$ cat src/rtl/vermi_interconnect.sv
`default_nettype none
// +-----------------------------------------------------------------------+
// | Module      : vermi_interconnect                                      |
// | Description : Single-initiator Vermibus interconnect. Decodes         |
// |               address[31:24] onto N_SLAVES targets, broadcasts the    |
// |               request, returns the selected response, ORs masked      |
// |               interrupts, and keeps a sticky error for unmapped       |
// |               accesses. Optional BUSY-wait timeout is built when      |
// |               VERMI_INTERCONNECT_TIMEOUT_EN is defined.               |
// | Revision    : 1.0  initial release                                    |
// +-----------------------------------------------------------------------+
module vermi_interconnect #(
  parameter int                         N_SLAVES       = 3,
  parameter logic [N_SLAVES-1:0][7:0]   SLAVE_PREFIX   = {8'h81, 8'h80, 8'h00},
  parameter logic [N_SLAVES-1:0]        IRQ_MASK       = '1,
  parameter logic [7:0]                 TIMEOUT_CYCLES = 8'd255
) (
  input  logic                    clk,
  input  logic                    reset,
  // initiator side
  input  logic                    m_valid,
  output logic                    m_ready,
  output logic                    m_irq,
  input  logic [31:0]             m_address,
  input  logic [31:0]             m_wdata,
  input  logic [3:0]              m_wstrobe,
  output logic [31:0]             m_rdata,
  // target side
  output logic [N_SLAVES-1:0]     s_valid,
  input  logic [N_SLAVES-1:0]     s_ready,
  input  logic [N_SLAVES-1:0]     s_irq,
  output logic [N_SLAVES*32-1:0]  s_address,
  output logic [N_SLAVES*32-1:0]  s_wdata,
  output logic [N_SLAVES*4-1:0]   s_wstrobe,
  input  logic [N_SLAVES*32-1:0]  s_rdata,
  // error reporting
  output logic                    err,
  output logic [31:0]             err_address,
  input  logic                    err_clear
);

  localparam int c_SEL_W = (N_SLAVES > 1) ? $clog2(N_SLAVES) : 1;

  typedef enum logic [0:0] {
    ST_IDLE = 1'b0,
    ST_BUSY = 1'b1
  } state_t;

  state_t               r_state;
  state_t               w_state_nxt;
  logic [c_SEL_W-1:0]   r_sel_q;
  logic [c_SEL_W-1:0]   w_dec_sel;
  logic                 w_hit;
  logic [c_SEL_W-1:0]   w_sel;
  logic [N_SLAVES-1:0]  w_sel_onehot;
  logic                 w_sel_ready;
  logic [31:0]          w_sel_rdata;
  logic                 w_latch;
  logic                 w_new_err;

`ifdef VERMI_INTERCONNECT_TIMEOUT_EN
  logic [7:0]           r_wait_cnt;
`endif

  // Request fields go to every target; only s_valid is steered
  genvar g;
  generate
    for (g = 0; g < N_SLAVES; g++) begin : g_bcast
      assign s_address[g*32 +: 32] = m_address;
      assign s_wdata[g*32 +: 32]   = m_wdata;
      assign s_wstrobe[g*4 +: 4]   = m_wstrobe;
    end
  endgenerate

  // Interrupt aggregation through the static mask
  assign m_irq = |(s_irq & IRQ_MASK);

  // Prefix decode; scanning downward lets the lowest matching index win
  always_comb begin
    w_hit     = 1'b0;
    w_dec_sel = '0;
    for (int i = N_SLAVES - 1; i >= 0; i--) begin
      if (m_address[31:24] == SLAVE_PREFIX[i]) begin
        w_hit     = 1'b1;
        w_dec_sel = c_SEL_W'(i);
      end
    end
  end

  // Live decode while idle, latched selection while a transfer is stalled
  assign w_sel = (r_state == ST_BUSY) ? r_sel_q : w_dec_sel;

  // Response mux and one-hot valid for the current selection
  always_comb begin
    w_sel_onehot = '0;
    w_sel_ready  = 1'b0;
    w_sel_rdata  = '0;
    for (int i = 0; i < N_SLAVES; i++) begin
      if (w_sel == c_SEL_W'(i)) begin
        w_sel_onehot[i] = 1'b1;
        w_sel_ready     = s_ready[i];
        w_sel_rdata     = s_rdata[i*32 +: 32];
      end
    end
  end

  // FSM state register
  always_ff @(posedge clk or posedge reset) begin
    if (reset) r_state <= ST_IDLE;
    else       r_state <= w_state_nxt;
  end

  // FSM next state and initiator/target handshake outputs
  always_comb begin
    w_state_nxt = r_state;
    m_ready     = 1'b0;
    m_rdata     = '0;
    s_valid     = '0;
    w_latch     = 1'b0;
    w_new_err   = 1'b0;
    case (r_state)
      ST_IDLE: begin
        if (m_valid) begin
          if (w_hit) begin
            s_valid = w_sel_onehot;
            m_ready = w_sel_ready;
            m_rdata = w_sel_rdata;
            if (!w_sel_ready) begin
              w_latch     = 1'b1;
              w_state_nxt = ST_BUSY;
            end
          end else begin
            // unmapped: complete immediately with zero data and flag it
            m_ready   = 1'b1;
            w_new_err = 1'b1;
          end
        end
      end
      ST_BUSY: begin
        if (m_valid) begin
          s_valid = w_sel_onehot;
          m_ready = w_sel_ready;
          m_rdata = w_sel_rdata;
        end
        if (w_sel_ready) begin
          w_state_nxt = ST_IDLE;
        end
`ifdef VERMI_INTERCONNECT_TIMEOUT_EN
        else if (r_wait_cnt == TIMEOUT_CYCLES) begin
          // target never answered: force an all-ones error completion
          w_state_nxt = ST_IDLE;
          w_new_err   = 1'b1;
          if (m_valid) begin
            m_ready = 1'b1;
            m_rdata = 32'hFFFF_FFFF;
          end
        end
`endif
      end
      default: w_state_nxt = ST_IDLE;
    endcase
  end

  // Capture the target index when a transfer has to wait
  always_ff @(posedge clk or posedge reset) begin
    if (reset)        r_sel_q <= '0;
    else if (w_latch) r_sel_q <= w_dec_sel;
  end

`ifdef VERMI_INTERCONNECT_TIMEOUT_EN
  // Wait counter: starts at 1 on entry to BUSY, counts stalled cycles
  always_ff @(posedge clk or posedge reset) begin
    if (reset)                                     r_wait_cnt <= '0;
    else if (w_latch)                              r_wait_cnt <= 8'd1;
    else if (r_state == ST_BUSY && !w_sel_ready)   r_wait_cnt <= r_wait_cnt + 8'd1;
  end
`endif

  // Sticky error: keeps the first faulting address until cleared; a new
  // error in the clearing cycle restarts capture with its own address
  always_ff @(posedge clk or posedge reset) begin
    if (reset) begin
      err         <= 1'b0;
      err_address <= '0;
    end else if (w_new_err) begin
      err <= 1'b1;
      if (!err || err_clear) err_address <= m_address;
    end else if (err_clear) begin
      err <= 1'b0;
    end
  end

endmodule
`default_nettype wire

$ cat config.mk
export PLATFORM = sky130hd
export DESIGN_NAME = vermi_interconnect
export DESIGN_NICKNAME = d
export VERILOG_FILES = /design/src/rtl/vermi_interconnect.sv
export SDC_FILE = /design/constraint.sdc
export NUM_CORES = 1
export LEC_CHECK = 0
export ABC_CLOCK_PERIOD_IN_PS = 2600
export CAP_MARGIN = 0
export CORE_AREA = 2 2 173 175
export CTS_CLUSTER_SIZE = 10
export DETAILED_ROUTE_END_ITERATION = 7
export DIE_AREA = 0 0 175 177
export GPL_TIMING_DRIVEN = 1
export PLACE_DENSITY = 0.43
export SYNTH_ARGS = -nofsm -noshare
export SYNTH_HDL_FRONTEND = slang
export SYNTH_SLANG_ARGS = --single-unit
$ cat constraint.sdc
create_clock -name clk -period 2.6 [get_ports clk]
set_input_delay 0.78 -clock clk [delete_from_list [all_inputs] [get_ports clk]]
set_output_delay 0.78 -clock clk [all_outputs]
set_load 0.01 [all_outputs]
---- Word-level counts from Yosys, hierarchy flattened ----
Cells that the tools add are included.
word-level totals
  flip-flop bits (word level) ............. 36
  logic and storage cells ................. 54
cells by class
  eq/ne operators ......................... 4
  multiplexer cells ....................... 38
  bitwise logic cells ..................... 1
  reductions and logical operators ........ 7
operators with widths
  operator              count
  $mux W32              6
  $pmux W32 S2          1
  $mux W1               21
  $eq A8 B8 Y1 const B  2
  $mux W3               3
  $logic_not A8 Y1      1
  $mux W2               4
  $pmux W3 S2           1
  $pmux W1 S2           2
  $reduce_or A3 Y1      1
  $eq A2 B1 Y1 const B  1
  $eq A2 B2 Y1 const B  1
  $logic_not A2 Y1      1
  $reduce_and A2 Y1     1
  $reduce_bool A2 Y1    1
  $logic_not A1 Y1      1
  $logic_or A1 B1 Y1    1
  $not A1 Y1            1

---- Depth between registers and ports, before layout ----
  depth after elaboration ................. 13
  mapped depth ............................ 7
  mapped depth without buffers ............ 5

---- Least setup slack after synthesis ----
Ideal clock, no wire load.
  path type ............................... input-to-output
  from .................................... in m_address[29]
  to ...................................... out m_rdata[10]
  arrival time ............................ 1.964 ns
  required time ........................... 1.820 ns
  setup slack ............................. -0.144 ns
  stages on the path ...................... 6
  cell sequence ........................... nor3_2 a32oi_1 buf_6 buf_4 mux2i_1 o21ai_0
between the ends
  cells in the longest elaborated chain, start to end .. 12
ends and longest elaborated chain
  what                    RTL line  RTL
  start: declaration      24        input logic [31:0] m_address,
  $eq A8 B8 Y1            83        if (m_address[31:24] == SLAVE_PREFIX[i]) begin
  $mux W2 (3 in series)   83
  $mux W2                 91        assign w_sel = (r_state == ST_BUSY) ? r_sel_q : w_dec_sel;
  $logic_not A2 Y1        99        if (w_sel == c_SEL_W'(i)) begin
  $mux W32 (3 in series)  99
  $mux W32                124       if (w_hit) begin
  $mux W32                123       if (m_valid) begin
  $pmux W32 S2 *          121       case (r_state)
  end: declaration        27        output logic [31:0] m_rdata,
Mark *: on every way between the ends. The rest lies on a longest branch, timed or not.

---- Worst setup path after layout ----
  from .................................... in m_address[27]
  to ...................................... out m_rdata[3]
Same word-level chain as after synthesis.

==> run metrics <==
peak supply drop=0.000263 V; Final period util=1.19; die width=175 µm; number of max-cap violations=0; Worst Path Arrival=2.32 ns; row count=63; FF+latch count, synth=36; status=complete, but fails checks; Vias/cell=3.36; drt drc=0; top cells by area, synth=buf_4, dfrtp_1, mux2_2; Async SR Flop Fraction=1.00; post-synth top area share=0.414; P&R area growth vs syn=79.8%; first-pass GRT wire length=21600 µm; Iteration-0 DRC Markers=41; via count of the first global-routing pass=3428; Critical Path End=m_rdata[3]; CTS tree=done; RSZ-0062 raised after global routing=true; worst-skew pair later-pin latency=0.28 ns; worst min path class=reg -> reg; largest net degree at the start of global routing=25; routed via count=3326; die area=0.0310 mm²; clock slew at reported path FFs=0.06 ns; Yosys Warn Count=0; reg2reg end=err_address[26]; Least-Margin Pin Slew=0.524 ns; total power=0.00215 W; Leakage=3.05 nW; Root Driver=clkbuf_16; routed len/inst=15.8 µm; CP required=1.82 ns; Pre-Repair DR Iteration Count=4; skew final=0.00302 ns; Worst slew margin=0.649; Max Clock Freq=323 MHz; placer's final routability congestion estimate=0.756; R2R Setup Slk=0.68 ns; total CTS buffers=5; Synth Instances=425; Num Clock Sinks=36; hold_buf cts=0; final net count=772; layout cells sized above 1=0.321; Hold WS=0.492 ns; Final setup violation count=36; PortBufs=303; Synth Net Count=599; post-synthesis average cell area=8.84 µm²; Synth cell types=35; initial core utilization=0.128; pwr/cell area=319 mW/mm²; worst r2r src=r_state; Max Slew Vio Count=0; post-DP HPWL=11900 µm; I/O pin total=448; ys flop type=dfrtp_1; Cell Area, Synth=0.00376 mm²; CP Class=in -> out; number of synthesized flops with an enable pin=0; core area=0.0292 mm²; Crit. End Element=primary output; length in cells of the worst reg-to-reg path=7; Die H=177 µm; Max Buffers Root-to-Sink=2; grt total ovfl=0; Worst Setup SP=m_address[27]; min setup slack post-route=-0.500 ns; ant diodes=0; CTS H-tree depth=2; CP max FO=6; final wirelength=15600 µm; antenna violations before repair=0; failing checks=setup timing; Antenna Nets Post-Route=0; hold_sp=err_address[5]; leading area contributor after synthesis=buf_4; Startpoint Class=input pin; final hold vios=0; All-Layer GR Usage=0.0941; Final Critical Period=3.10 ns; sequential area share after synthesis=0.240
## kinds of logic after synthesis
kind of cell	share of synthesized area
and+or+nand+nor	0.0643
muxes	0.187
AOI/OAI and AO/OA	0.0729
buffers and inverters	0.436
DFF	0.240
## worst min path at each step
stage,to,slack [ns],cells after the start
6_report,err_address[5],0.49,1
5_1_grt,err_address[25],0.51,1
4_1_cts,err_address[5],0.50,1
3_5_place_dp,err_address[5],0.48,1
3_3_place_gp,err_address[1],0.47,1
2_1_floorplan,r_sel_q[0],0.47,1
## placed cells by master (no fill, tap or decap), drive strengths merged, types with 2 or more instances in the layout
| cell type | instances |
|---|---|
| inv | 6 |
| nor2b | 3 |
| mux2i | 33 |
| clkbuf | 7 |
| nor2 | 5 |
| a21oi | 2 |
| o211ai | 2 |
| o21ai | 35 |
| clkdlybuf4s50 | 185 |
| dlygate4sd2 | 73 |
| buf | 123 |
| clkdlybuf4s15 | 3 |
| dfrtp | 36 |
| nand2 | 35 |
| mux2 | 32 |
| nor3 | 3 |
## cell type report
| cell class | count | area [µm²] |
|---|---|---|
| Fill cell | 3210 | 22500 |
| Sequential cell | 36 | 901 |
| Clock buffer | 7 | 143 |
| Timing Repair Buffer | 384 | 3780 |
| Clock inverter | 1 | 7.51 |
| Tap cell | 390 | 488 |
| Multi-Input combinational cell | 164 | 1410 |
| Inverter | 7 | 26.3 |
## per-stage QoR
step / instance area [µm²] / setup WS, ns / util / std cells / setup TNS, ns
after floorplan: 3790 / -0.0332 / - / 425 / -0.476
after global placement: 6200 / -1.58 / 0.212 / 954 / -71.25
after detailed placement: 6200 / -1.53 / 0.212 / 954 / -68.46
after CTS: 6610 / -0.547 / 0.226 / 982 / -16.63
after global routing: 6750 / -0.594 / 0.231 / 989 / -18.42
final: 6750 / -0.500 / 0.231 / 989 / -14.97
## worst max-delay path: stages
cell and delay [ns]:
buf_8 0.10, nor4_4 0.30, buf_4 0.18, a32oi_4 0.10
buf_12 0.17, buf_12 0.14, buf_16 0.14, mux2i_1 0.12
o21ai_1 0.14, buf_2 0.15
## sequential cells by signal (all words and copies together) (netlist names)
name,count
err_address,32
r_sel_q,2
err,1
r_state,1
## where the power goes
| group | switching [W] | internal [W] |
|---|---|---|
| clock | 0.000237 | 0.000382 |
| combinational | 0.000306 | 0.000545 |
| sequential | 0.0000418 | 0.000641 |
## synth_stat cells (2+ instances only)
cell	instances
buf_2	7
buf_4	207
clkbuf_1	3
dfrtp_1	36
inv_1	7
mux2_1	2
mux2_2	30
mux2i_1	32
nand2_1	35
nor2_1	4
nor2b_1	3
nor3_2	2
o211ai_1	2
o21ai_0	30
o21ai_1	5
## timing repair
item	CTS	global route
setup endpoints to repair	135	36
gates cloned	9	0
setup buffers	11	8
pin swaps	10	11
gates resized for setup	289	29
## routing by layer
metal,up-vias,wire [µm],track usage
li1,1559,-,-
met1,1460,4980,0.0839
met2,276,8200,0.182
met3,31,1640,0.0352
met4,0,770,0.0510
met5,-,0,0
No activity file was read; power rests on OpenSTA's default activity.
